### config.mk
export PLATFORM = sky130hd
export DESIGN_NAME = decode
export DESIGN_NICKNAME = d
export VERILOG_FILES = /design/src/rtl/decode_pkg.sv /design/src/rtl/decode_c_expand.sv /design/src/rtl/decode.sv
export SDC_FILE = /design/constraint.sdc
export NUM_CORES = 1
export LEC_CHECK = 0
export BUFFER_PORTS_ARGS = -buffer_cell sky130_fd_sc_hd__buf_2
export CORE_MARGIN = 10
export CORE_UTILIZATION = 52
export DETAILED_ROUTE_END_ITERATION = 8
export PLACE_DENSITY = 0.85
export SYNTH_ARGS = -nofsm -noshare
export SYNTH_HDL_FRONTEND = slang
export SYNTH_SLANG_ARGS = --single-unit
### constraint.sdc
create_clock -name clk -period 3.7 [get_ports clk]
set_clock_uncertainty 0.1 [all_clocks]
set_input_delay 0.185 -clock clk [delete_from_list [all_inputs] [get_ports clk]]
set_output_delay 0.185 -clock clk [all_outputs]
set_load 0.05 [all_outputs]
### src/rtl/decode_pkg.sv
// Shared opcode, class and immediate-format definitions for the decode stage,
// plus RV32I encoders used when expanding compressed instructions.
package decode_pkg;

  localparam logic [6:0] OP       = 7'b0110011;
  localparam logic [6:0] OP_IMM   = 7'b0010011;
  localparam logic [6:0] LOAD     = 7'b0000011;
  localparam logic [6:0] STORE    = 7'b0100011;
  localparam logic [6:0] BRANCH   = 7'b1100011;
  localparam logic [6:0] JAL      = 7'b1101111;
  localparam logic [6:0] JALR     = 7'b1100111;
  localparam logic [6:0] LUI      = 7'b0110111;
  localparam logic [6:0] AUIPC    = 7'b0010111;
  localparam logic [6:0] SYSTEM   = 7'b1110011;
  localparam logic [6:0] MISC_MEM = 7'b0001111;

  localparam int unsigned CLS_RTYPE  = 0;
  localparam int unsigned CLS_ITYPE  = 1;
  localparam int unsigned CLS_LOAD   = 2;
  localparam int unsigned CLS_STORE  = 3;
  localparam int unsigned CLS_BRANCH = 4;
  localparam int unsigned CLS_JAL    = 5;
  localparam int unsigned CLS_JALR   = 6;
  localparam int unsigned CLS_LUI    = 7;
  localparam int unsigned CLS_AUIPC  = 8;
  localparam int unsigned CLS_SYSTEM = 9;
  localparam int unsigned CLS_FENCE  = 10;
  localparam int unsigned NUM_CLASSES = 11;

  typedef logic [NUM_CLASSES-1:0] class_t;

  localparam class_t CLASS_NOP = 11'b000_0000_0010;

  typedef enum logic [2:0] {
    FMT_NONE, FMT_I, FMT_SH, FMT_S, FMT_B, FMT_U, FMT_J
  } imm_fmt_t;

  localparam logic [31:0] RESET_INSTR_DEFAULT = 32'h0000_0013;

  function automatic logic [31:0] enc_i(logic [11:0] imm, logic [4:0] rs1,
                                        logic [2:0] f3, logic [4:0] rd, logic [6:0] op);
    return {imm, rs1, f3, rd, op};
  endfunction

  function automatic logic [31:0] enc_s(logic [11:0] imm, logic [4:0] rs2,
                                        logic [4:0] rs1, logic [2:0] f3);
    return {imm[11:5], rs2, rs1, f3, imm[4:0], STORE};
  endfunction

  // Branch and jump offsets are passed without their always-zero bit 0.
  function automatic logic [31:0] enc_b(logic [12:1] imm, logic [4:0] rs2,
                                        logic [4:0] rs1, logic [2:0] f3);
    return {imm[12], imm[10:5], rs2, rs1, f3, imm[4:1], imm[11], BRANCH};
  endfunction

  function automatic logic [31:0] enc_j(logic [20:1] imm, logic [4:0] rd);
    return {imm[20], imm[10:1], imm[11], imm[19:12], rd, JAL};
  endfunction

  function automatic logic [31:0] enc_r(logic [6:0] f7, logic [4:0] rs2, logic [4:0] rs1,
                                        logic [2:0] f3, logic [4:0] rd);
    return {f7, rs2, rs1, f3, rd, OP};
  endfunction

  function automatic logic [31:0] enc_u(logic [19:0] imm, logic [4:0] rd, logic [6:0] op);
    return {imm, rd, op};
  endfunction

endpackage

### src/rtl/decode_c_expand.sv
// Combinational RV32C (quadrants 0-2, no FP) to RV32I expander.
module c_expand
  import decode_pkg::*;
(
  input  logic [15:0] instr16,
  output logic [31:0] instr32,
  output logic        c_illegal
);

  logic [15:0] c;
  logic [4:0]  rd, rs2, rdp, rs1p;
  logic [11:0] imm6;
  logic [9:0]  nzuimm;
  logic [6:0]  uimm_w;
  logic [11:1] cj;
  logic [8:1]  cb;
  logic [9:0]  sp16;
  logic [7:0]  lwsp, swsp;

  assign c      = instr16;
  assign rd     = c[11:7];
  assign rs2    = c[6:2];
  assign rdp    = {2'b01, c[4:2]};
  assign rs1p   = {2'b01, c[9:7]};
  assign imm6   = {{6{c[12]}}, c[12], c[6:2]};
  assign nzuimm = {c[10:7], c[12:11], c[5], c[6], 2'b00};
  assign uimm_w = {c[5], c[12:10], c[6], 2'b00};
  assign cj     = {c[12], c[8], c[10:9], c[6], c[7], c[2], c[11], c[5:3]};
  assign cb     = {c[12], c[6:5], c[2], c[11:10], c[4:3]};
  assign sp16   = {c[12], c[4:3], c[5], c[2], c[6], 4'b0000};
  assign lwsp   = {c[3:2], c[12], c[6:4], 2'b00};
  assign swsp   = {c[8:7], c[12:9], 2'b00};

  always_comb begin
    instr32   = '0;
    c_illegal = 1'b0;
    case ({c[1:0], c[15:13]})
      5'b00_000: if (nzuimm == '0) c_illegal = 1'b1;
                 else instr32 = enc_i({2'b00, nzuimm}, 5'd2, 3'b000, rdp, OP_IMM);
      5'b00_010: instr32 = enc_i({5'b0, uimm_w}, rs1p, 3'b010, rdp, LOAD);
      5'b00_110: instr32 = enc_s({5'b0, uimm_w}, rdp, rs1p, 3'b010);
      5'b01_000: instr32 = enc_i(imm6, rd, 3'b000, rd, OP_IMM);
      5'b01_001: instr32 = enc_j({{9{cj[11]}}, cj}, 5'd1);
      5'b01_010: instr32 = enc_i(imm6, 5'd0, 3'b000, rd, OP_IMM);
      5'b01_011: begin
        // rd=2 selects c.addi16sp; any other rd is c.lui.
        if (rd == 5'd2) begin
          if (sp16 == '0) c_illegal = 1'b1;
          else instr32 = enc_i({{2{sp16[9]}}, sp16}, 5'd2, 3'b000, 5'd2, OP_IMM);
        end else if (imm6 == '0) c_illegal = 1'b1;
        else instr32 = enc_u({imm6[11], imm6[11], imm6[11:6], imm6}, rd, LUI);
      end
      5'b01_100: begin
        case (c[11:10])
          2'b00: if (c[12]) c_illegal = 1'b1;
                 else instr32 = enc_i({7'b0, c[6:2]}, rs1p, 3'b101, rs1p, OP_IMM);
          2'b01: if (c[12]) c_illegal = 1'b1;
                 else instr32 = enc_i({7'b0100000, c[6:2]}, rs1p, 3'b101, rs1p, OP_IMM);
          2'b10: instr32 = enc_i(imm6, rs1p, 3'b111, rs1p, OP_IMM);
          default: begin
            if (c[12]) c_illegal = 1'b1;
            else begin
              case (c[6:5])
                2'b00:   instr32 = enc_r(7'b0100000, rdp, rs1p, 3'b000, rs1p);
                2'b01:   instr32 = enc_r(7'b0000000, rdp, rs1p, 3'b100, rs1p);
                2'b10:   instr32 = enc_r(7'b0000000, rdp, rs1p, 3'b110, rs1p);
                default: instr32 = enc_r(7'b0000000, rdp, rs1p, 3'b111, rs1p);
              endcase
            end
          end
        endcase
      end
      5'b01_101: instr32 = enc_j({{9{cj[11]}}, cj}, 5'd0);
      5'b01_110: instr32 = enc_b({{4{cb[8]}}, cb}, 5'd0, rs1p, 3'b000);
      5'b01_111: instr32 = enc_b({{4{cb[8]}}, cb}, 5'd0, rs1p, 3'b001);
      5'b10_000: if (c[12]) c_illegal = 1'b1;
                 else instr32 = enc_i({7'b0, c[6:2]}, rd, 3'b001, rd, OP_IMM);
      5'b10_010: if (rd == '0) c_illegal = 1'b1;
                 else instr32 = enc_i({4'b0, lwsp}, 5'd2, 3'b010, rd, LOAD);
      5'b10_100: begin
        if (!c[12]) begin
          if (rs2 != '0) instr32 = enc_r(7'b0, rs2, 5'd0, 3'b000, rd);
          else if (rd == '0) c_illegal = 1'b1;
          else instr32 = enc_i(12'd0, rd, 3'b000, 5'd0, JALR);
        end else begin
          if (rs2 != '0) instr32 = enc_r(7'b0, rs2, rd, 3'b000, rd);
          else if (rd == '0) instr32 = enc_i(12'd1, 5'd0, 3'b000, 5'd0, SYSTEM);
          else instr32 = enc_i(12'd0, rd, 3'b000, 5'd1, JALR);
        end
      end
      5'b10_110: instr32 = enc_s({4'b0, swsp}, rs2, 5'd2, 3'b010);
      default:   c_illegal = (c[1:0] != 2'b11);
    endcase
  end

endmodule

### src/rtl/decode.sv
// Instruction decode stage: compressed expansion, field/immediate extraction
// and the pipeline register feeding execute.
module decode
  import decode_pkg::*;
#(
  parameter logic [31:0] RESET_INSTR = RESET_INSTR_DEFAULT
) (
  input  logic        clk,
  input  logic        rst,
  input  logic [31:0] i_pc,
  input  logic [31:0] i_instr,
  input  logic        i_clk_en,
  input  logic        i_stall,
  input  logic        i_flush,
  output logic [31:0] o_pc,
  output logic [31:0] o_pc_next,
  output logic [31:0] o_instr,
  output logic [4:0]  o_rs1_addr,
  output logic [4:0]  o_rs2_addr,
  output logic [4:0]  o_rd_addr,
  output logic [31:0] o_imm,
  output logic [2:0]  o_funct3,
  output logic [6:0]  o_funct7,
  output logic [10:0] o_class,
  output logic        o_is_compressed,
  output logic        o_illegal,
  output logic        o_clk_en
);

  logic        comp, c_illegal, c_ill;
  logic [31:0] exp_instr, x, imm;
  class_t      cls;
  imm_fmt_t    fmt;

  c_expand u_c_expand (
    .instr16   (i_instr[15:0]),
    .instr32   (exp_instr),
    .c_illegal (c_illegal)
  );

  assign comp  = (i_instr[1:0] != 2'b11);
  assign c_ill = comp & c_illegal;
  assign x     = comp ? exp_instr : i_instr;

  always_comb begin
    cls = '0;
    fmt = FMT_NONE;
    case (x[6:0])
      OP:       cls[CLS_RTYPE] = 1'b1;
      OP_IMM: begin
        cls[CLS_ITYPE] = 1'b1;
        fmt = (x[14:12] == 3'b001 || x[14:12] == 3'b101) ? FMT_SH : FMT_I;
      end
      LOAD:     begin cls[CLS_LOAD]   = 1'b1; fmt = FMT_I; end
      STORE:    begin cls[CLS_STORE]  = 1'b1; fmt = FMT_S; end
      BRANCH:   begin cls[CLS_BRANCH] = 1'b1; fmt = FMT_B; end
      JAL:      begin cls[CLS_JAL]    = 1'b1; fmt = FMT_J; end
      JALR:     begin cls[CLS_JALR]   = 1'b1; fmt = FMT_I; end
      LUI:      begin cls[CLS_LUI]    = 1'b1; fmt = FMT_U; end
      AUIPC:    begin cls[CLS_AUIPC]  = 1'b1; fmt = FMT_U; end
      SYSTEM:   begin cls[CLS_SYSTEM] = 1'b1; fmt = FMT_I; end
      MISC_MEM: begin cls[CLS_FENCE]  = 1'b1; fmt = FMT_I; end
      default:  ;
    endcase
    if (c_ill) begin
      cls = '0;
      fmt = FMT_NONE;
    end
  end

  always_comb begin
    imm = '0;
    case (fmt)
      FMT_I:   imm = {{20{x[31]}}, x[31:20]};
      FMT_SH:  imm = {27'b0, x[24:20]};
      FMT_S:   imm = {{20{x[31]}}, x[31:25], x[11:7]};
      FMT_B:   imm = {{19{x[31]}}, x[31], x[7], x[30:25], x[11:8], 1'b0};
      FMT_U:   imm = {x[31:12], 12'b0};
      FMT_J:   imm = {{11{x[31]}}, x[31], x[19:12], x[20], x[30:21], 1'b0};
      default: imm = '0;
    endcase
  end

  // Flush outranks stall; both leave the data registers untouched.
  always_ff @(posedge clk) begin
    if (rst) begin
      o_pc            <= '0;
      o_pc_next       <= '0;
      o_instr         <= RESET_INSTR;
      o_rs1_addr      <= '0;
      o_rs2_addr      <= '0;
      o_rd_addr       <= '0;
      o_imm           <= '0;
      o_funct3        <= '0;
      o_funct7        <= '0;
      o_class         <= CLASS_NOP;
      o_is_compressed <= 1'b0;
      o_illegal       <= 1'b0;
      o_clk_en        <= 1'b0;
    end else if (i_flush) begin
      o_clk_en <= 1'b0;
    end else if (!i_stall) begin
      o_clk_en <= i_clk_en;
      if (i_clk_en) begin
        o_pc            <= i_pc;
        o_pc_next       <= i_pc + (comp ? 32'd2 : 32'd4);
        o_instr         <= x;
        o_rs1_addr      <= x[19:15];
        o_rs2_addr      <= x[24:20];
        o_rd_addr       <= x[11:7];
        o_imm           <= imm;
        o_funct3        <= x[14:12];
        o_funct7        <= x[31:25];
        o_class         <= cls;
        o_is_compressed <= comp;
        o_illegal       <= (cls == '0);
      end
    end
  end

endmodule

==> key figures, run 1 <==
Run status
  – Status: finished clean

Place
  – Port Buf Inserts: between 200 and 250
  – Placed insts: around 1300
  – Post-DP HPWL: ~21000 µm
  – Placed cell areas: between 0.008 and 0.009 mm²
  – Final Wtd Congestion: about 1.0

Floorplanning
  – Starting Density: a little over half
  – Cell Rows: between 40 and 50
  – Chip width: ~140 µm
  – Core ar.: roughly 0.014 mm²
  – Die Ht: 140.6 µm
  – I/O pins: ~240
  – Die Area: 0.01976 mm²

Synthesis
  – Register area share after synthesis: 37.33%
  – Compound-Gate Fraction of Synth Area: 26.63%
  – Ys async rst share: 0%
  – Mux cell area share after synthesis: less than 1%
  – Post-synth EDFFs: 0
  – Simple-gate share of the synthesized area: 24.84%
  – Adder-cell share of the synthesized area: less than 1%
  – Post-Syn Area: 0.007561 mm²
  – Cells after Synth: between 900 and 1000
  – Syn Nets: about 1000
  – Yosys reg bits: 141
  – Post-Synth XOR/XNOR Area: under 10%
  – Ys Warns: 0
  – Count of cell types in the netlist: 80
  – Largest family of logic cells by synthesized area: compound AO/OA/AOI/OAI gates
  – Synthesized area per cell: approximately 8 µm²
  – Post-synth top flop: dfxtp_1

STA
  – Min Tclk post-route: ~3200 ps
  – Period utilisation layout: 85.83%
  – Slew margin rel.: around 45%
  – Final hold vios: 0
  – RSZ-0062 raised after global routing: false
  – Fmax achieved: between 0.3 and 0.4 GHz
  – Post-route setup TNS: 0 ps
  – Fin. max-slew vios: 0
  – Setup Viol. Count Final: 0
  – Worst Max-Slew Pin Slew: slightly above 800 ps

Clock network
  – Clock latency on the worst-skew pair: around 420 ps
  – CTS buffer count: 17
  – Post-CTS Setup Bufs: 0
  – Number of gates resized after CTS: 0
  – CTS tree: done
  – CTS clk-pin slew, worst paths: 60 ps
  – Clock Sinks: ~140
  – Clk buf depth: 2
  – H-tree depth: 4
  – Root buffer cell: clkbuf_16

Layout
  – Final Util: just under 70%
  – Area Growth Syn to Fin: 29.64%
  – Final Net Count: roughly 1300
  – Post-Layout Cell Count: roughly 1400
  – Design area: approximately 0.01 mm²
  – Fraction of layout cells with a size suffix above 1: 28.82%

Routing
  – Final WL: between 20000 and 30000 µm
  – Post-route DRC: 0
  – First drt pass iteration count: 6
  – Vias: 8473
  – Routed wire per std cell: between 20 and 25 µm
  – Vias per inst: between 6 and 7
  – Detailed Route Iter0 Violations: between 900 and 1000
  – DRT antenna net count: 0

Setup path
  – Slowest stage delay, CP: between 500 and 600 ps
  – Slowest stage cell on the critical path: or4b_1
  – Required time worst endpoint: around 4000 ps
  – CP Cell Sequence: buf_2, nor4_2, a2111oi_1, a22oi_1, o211ai_1, a21o_1, or4b_1, a31oi_1, or3_4, nand2_2, buf_12, a221oi_2
  – Startpoint types: primary input
  – Class of the most critical setup path: primary input to flop
  – CP Capture Type: flop
  – CP arrival: ~3400 ps
  – CP max FO: 11

Power and ir drop
  – Power Density: 429.4 mW/mm²
  – Leakage: roughly 0.0042 µW
  – VDD IR-drop max: between 300 and 400 µV

Worst hold path
  – Hold WC Path Type: primary input to flop

Global route
  – Pin count of the biggest net entering global routing: 96
  – First-pass GRT wire length: 44610 µm
  – Initial antenna violation count: 1
  – Vias in the first global route: between 8000 and 9000
  – Gr usage total: between 20 and 30%
  – GRT overflow: 0

Run
  – Max_cap viols: 0
## layer usage
metal / up-vias / share of wire, % / global-route usage, % / wire length, µm
li1: 3941 / - / - / -
met1: 3929 / 42 / 35.10 / 12050
met2: 504 / 44 / 41.03 / 12620
met3: 99 / 9.8 / 8.263 / 2825
met4: 0 / 4.8 / 14.95 / 1392
met5: - / 0 / 0 / 0
## logic make-up (layout without fill, tap and decap cells)
kind of cell,Yosys count,after routing
adder cells (fa/ha/maj),3,3
multiplexers,3,3
other,0,2
AND/OR/NAND/NOR,400,400
flip-flops,141,141
XOR/XNOR,24,24
AO/OA/AOI/OAI,282,282
buffers and inverters,112,365
## critical path, delay by kind of cell
| family | cells | cell delay (ps) |
|---|---|---|
| buffers and inverters | 2 | 340 |
| and+or+nand+nor | 4 | 1170 |
| AOI/OAI and AO/OA | 6 | 1690 |
## synth_stat cells, drive strengths merged, types with 4 or more instances
cell	instances	area share, %
a211oi	54	5.4
a21o	6	0.60
a21oi	68	4.5
a221oi	16	2.7
a222oi	4	0.53
a311oi	7	0.81
a31oi	4	0.33
a32oi	5	0.58
and2	4	0.33
and3	11	0.91
and4	4	0.46
buf	50	4.4
clkbuf	45	2.2
dfxtp	141	37
inv	16	0.79
nand2	164	8.2
nand2b	7	0.58
nand3	24	1.7
nand4	11	0.91
nor2	110	5.6
nor2b	6	0.50
nor3	22	1.6
nor4	6	0.74
o211ai	19	2.2
o21a	12	1.2
o21ai	55	3.6
o22ai	5	0.41
or2	4	0.33
or3	11	0.98
xnor2	11	1.3
xor2	13	1.5
## layout make-up
class | count | area, µm²
Fill cell | 1180 | 4567
Multi-Input combinational cell | 712 | 4182
Sequential cell | 141 | 2823
Timing Repair Buffer | 316 | 1897
Clock buffer | 22 | 474.2
Tap cell | 184 | 230.2
Clock inverter | 10 | 127.6
Inverter | 17 | 63.81
Antenna cell | 2 | 5.005
## repair_timing
action,4_1_cts,5_1_grt
hold endpoints to repair,38,0
setup endpoints to repair,0,0
hold buffers,34,0
## registers in the layout, summed over array words and instances (netlist names)
name	cells
o_class	11
o_clk_en	1
o_funct7	1
o_illegal	1
o_imm	32
o_instr	31
o_is_compressed	1
o_pc	32
o_pc_next	31
## report_power, final
part	total (µW)	internal, µW	switching, µW
combinational	870	254	616
clock	1740	1060	684
sequential	1600	1570	28.7
## metrics by stage
stage / worst slack (ps) / hold slack, ps / total power [µW]
after global routing: 310.0 / 42.60 / 4355
after global placement: 306.8 / 293.6 / 2448
after CTS: 618.0 / 38.76 / 4194
after floorplan: 481.8 / 164.3 / 2201
after detailed placement: 171.9 / 299.7 / 2449
final: 524.3 / 52.00 / 4209
## final timing paths
kind / to / startpoint / slack, ps / cells after the start
max reg2reg: o_clk_en / o_clk_en / 2340 / 3
min reg2reg: o_pc_next[3] / o_pc_next[3] / 350 / 2
min: o_imm[19] / i_instr[19] / 50 / 3
max: o_imm[22] / i_instr[7] / 520 / 12
## placed cells by master (no fill, tap or decap), types with 5 or more instances in the layout
| master | count |
|---|---|
| a211oi_1 | 54 |
| a21o_1 | 6 |
| a21oi_1 | 68 |
| a221oi_1 | 6 |
| a221oi_2 | 10 |
| a311oi_1 | 7 |
| a32oi_1 | 5 |
| and3_1 | 11 |
| buf_2 | 234 |
| buf_4 | 46 |
| clkbuf_16 | 17 |
| dfxtp_1 | 141 |
| dlygate4sd3_1 | 34 |
| inv_1 | 16 |
| nand2_1 | 163 |
| nand2b_1 | 7 |
| nand3_1 | 23 |
| nand4_1 | 11 |
| nor2_1 | 109 |
| nor2b_1 | 6 |
| nor3_1 | 20 |
| o211ai_1 | 15 |
| o21a_1 | 12 |
| o21ai_0 | 53 |
| o22ai_1 | 5 |
| or3_1 | 10 |
| xnor2_1 | 11 |
| xor2_1 | 13 |
Note: power is estimated with default switching activity, not from simulation.
==> inputs of run 2 (changes only) <==
--- a/config.mk
+++ b/config.mk
@@ -7,9 +7,9 @@
 export LEC_CHECK = 0
 export BUFFER_PORTS_ARGS = -buffer_cell sky130_fd_sc_hd__buf_2
 export CORE_MARGIN = 10
-export CORE_UTILIZATION = 52
+export CORE_UTILIZATION = 44
 export DETAILED_ROUTE_END_ITERATION = 8
-export PLACE_DENSITY = 0.85
+export PLACE_DENSITY = 0.74
 export SYNTH_ARGS = -nofsm -noshare
 export SYNTH_HDL_FRONTEND = slang
 export SYNTH_SLANG_ARGS = --single-unit
==> key figures, run 2 (synthesis gave the netlist of run 1 again) <==
Routing
  – Final WL: a little under 30000 µm
  – Post-route DRC: 0
  – First drt pass iteration count: 7
  – Vias per inst: between 5 and 6
  – DRT antenna net count: 0
  – Routed wire per std cell: slightly above 20 µm
  – Vias: 8316
  – Detailed Route Iter0 Violations: 851

Clock network
  – Clock Sinks: roughly 140
  – H-tree depth: 4
  – Clock latency on the worst-skew pair: a little over 400 ps
  – Root buffer cell: clkbuf_16
  – CTS buffer count: 17
  – CTS tree: done
  – Clk buf depth: 2
  – Number of gates resized after CTS: 0
  – Post-CTS Setup Bufs: 0
  – CTS clk-pin slew, worst paths: around 60 ps

STA
  – Worst Max-Slew Pin Slew: 1038 ps
  – RSZ-0062 raised after global routing: false
  – Fmax achieved: between 0.3 and 0.4 GHz
  – Period utilisation layout: between 80% and 90%
  – Slew margin rel.: between 30% and 40%
  – Post-route setup TNS: 0 ps
  – Setup Viol. Count Final: 0
  – Min Tclk post-route: around 3300 ps
  – Final hold vios: 0
  – Fin. max-slew vios: 0

Setup path
  – Startpoint types: primary input
  – Worst R2R Start: o_clk_en
  – CP Capture Type: flop
  – Slowest stage delay, CP: approximately 620 ps
  – CP arrival: around 3500 ps
  – Class of the most critical setup path: primary input to flop
  – Slowest stage cell on the critical path: or4_1
  – Most used cell, CP: o211ai_2
  – R2R Path End: o_clk_en
  – CP Buf/Inv Count: 2
  – Worst r2r path cells: 3
  – CP max FO: 14
  – R2R Setup Slk: 2370 ps
  – CP top delay family: compound AO/OA/AOI/OAI gates
  – CP Cell Sequence: buf_2, buf_4, nor4b_1, o21ai_0, o211ai_2, or4_1, a2111oi_2, a311oi_1, o21a_1, o211ai_2, o211ai_1
  – Required time worst endpoint: approximately 3900 ps

Layout
  – Commonest non-fill, non-tap cell in the layout: buf_2
  – Regs by FF count: o_imm x32, o_pc x32
  – Final Util: between 50% and 60%
  – Commonest non-fill, non-tap cells in the layout: buf_2, nand2_1, dfxtp_1
  – Area Growth Syn to Fin: 30.23%
  – # diodes: 0
  – Fraction of layout cells with a size suffix above 1: between 20 and 30%
  – Design area: between 0.009 and 0.01 mm²
  – Final Net Count: between 1000 and 1500

Place
  – Port Buf Inserts: 235
  – Final Wtd Congestion: just over 1
  – Placed cell areas: 0.008885 mm²
  – Post-DP HPWL: 21870 µm

Power and ir drop
  – Flop pwr share: approximately 38%
  – Sw frac: 30.74%
  – VDD IR-drop max: 336.2 µV
  – Leakage: about 0.0042 µW
  – Logic pwr share: 20.3%
  – Power Density: ~430 mW/mm²
  – Clk network pwr share: 42.3%
  – Switch Pwr: ~1300 µW
  – Internal power: just under 3000 µW

Worst hold path
  – HP Start: rst
  – Hold WC Path Type: primary input to flop
  – Hold Path End: o_imm[26]
  – Worst hold stages: 2

Global route
  – First-pass GRT wire length: approximately 44000 µm
  – Gr usage total: roughly a quarter
  – Vias in the first global route: between 7000 and 8000
  – GRT overflow: 0
  – Pin count of the biggest net entering global routing: roughly 160
  – Initial antenna violation count: 0

Floorplanning
  – Chip width: 151.1 µm
  – Die Area: approximately 0.023 mm²
  – Core ar.: roughly 0.017 mm²
  – Starting Density: a little under half
  – Die Ht: around 150 µm
  – Cell Rows: 47
  – I/O pins: around 240

Run status
  – Status: finished clean

Run
  – Max_cap viols: 0
==> run 2: changes by cell type in the layout (fill, tap and decap cells not counted), sizes merged <==
cell / before / now
inv: 20 / 19
buf: 282 / 281
diode: 2 / 0
clkbuf: 22 / 19
clkinvlp: 4 / 1
bufinv: 2 / 4
clkinv: 1 / 6
==> run 2: timing repair <==
action                                  4_1_cts  5_1_grt
hold buffers                                 34        0
endpoints found under the hold margin        38        0
endpoints found under the setup margin        0        0
==> run 2: cell type report <==
class | count | area (µm²)
Multi-Input combinational cell | 712 | 4187
Clock buffer | 19 | 432.9
Tap cell | 220 | 275.3
Inverter | 17 | 63.81
Sequential cell | 141 | 2823
Clock inverter | 13 | 188.9
Timing Repair Buffer | 315 | 1877
Fill cell | 1530 | 6854
==> run 2: per-stage QoR <==
stage | hold slack (ps) | setup WS [ps] | power [µW] | cells
4_1_cts | 40.30 | 520.5 | 4279 | 1437
5_1_grt | 61.57 | 265.0 | 4418 | 1437
3_5_place_dp | 298.0 | 86.94 | 2452 | 1371
6_report | 48.50 | 409.0 | 4266 | 1437
3_3_place_gp | 291.5 | 44.65 | 2455 | 1371
2_1_floorplan | 164.3 | 481.8 | 2201 | 965
==> run 2: power by group through the flow <==
stage                     Sequential [µW]  Combinational (µW)  Clock (µW)
final                                1600                 864        1800
after global routing                 1600                 918        1900
after CTS                            1600                 853        1830
after detailed placement             1630                 821           0
after global placement               1630                 826           0
after floorplan                      1800                 398           0
==> run 2: worst max path at each step <==
stage / startpoint / to / slack, ps / cells after the start
6_report: i_instr[0] / o_imm[31] / 410 / 11
5_1_grt: i_instr[0] / o_imm[13] / 260 / 11
4_1_cts: i_instr[1] / o_imm[20] / 520 / 12
3_5_place_dp: i_instr[1] / o_imm[20] / 90 / 12
3_3_place_gp: i_instr[1] / o_imm[20] / 40 / 12
2_1_floorplan: i_instr[6] / o_imm[21] / 480 / 14
==> run 2: routing by layer <==
metal / share of wire (%) / global-route usage (%) / vias up
met3: 10 / 6.384 / 67
li1: - / - / 3936
met4: 3.5 / 10.20 / 0
met5: 0 / 0 / -
met2: 45 / 36.96 / 459
met1: 41 / 32.90 / 3854
==> run 2: worst reg2reg max path, stage by stage, from the launching register on <==
cell and delay, ps:
dfxtp_1 310, mux2i_1 130, nor3_1 60, dlygate4sd3_1 600
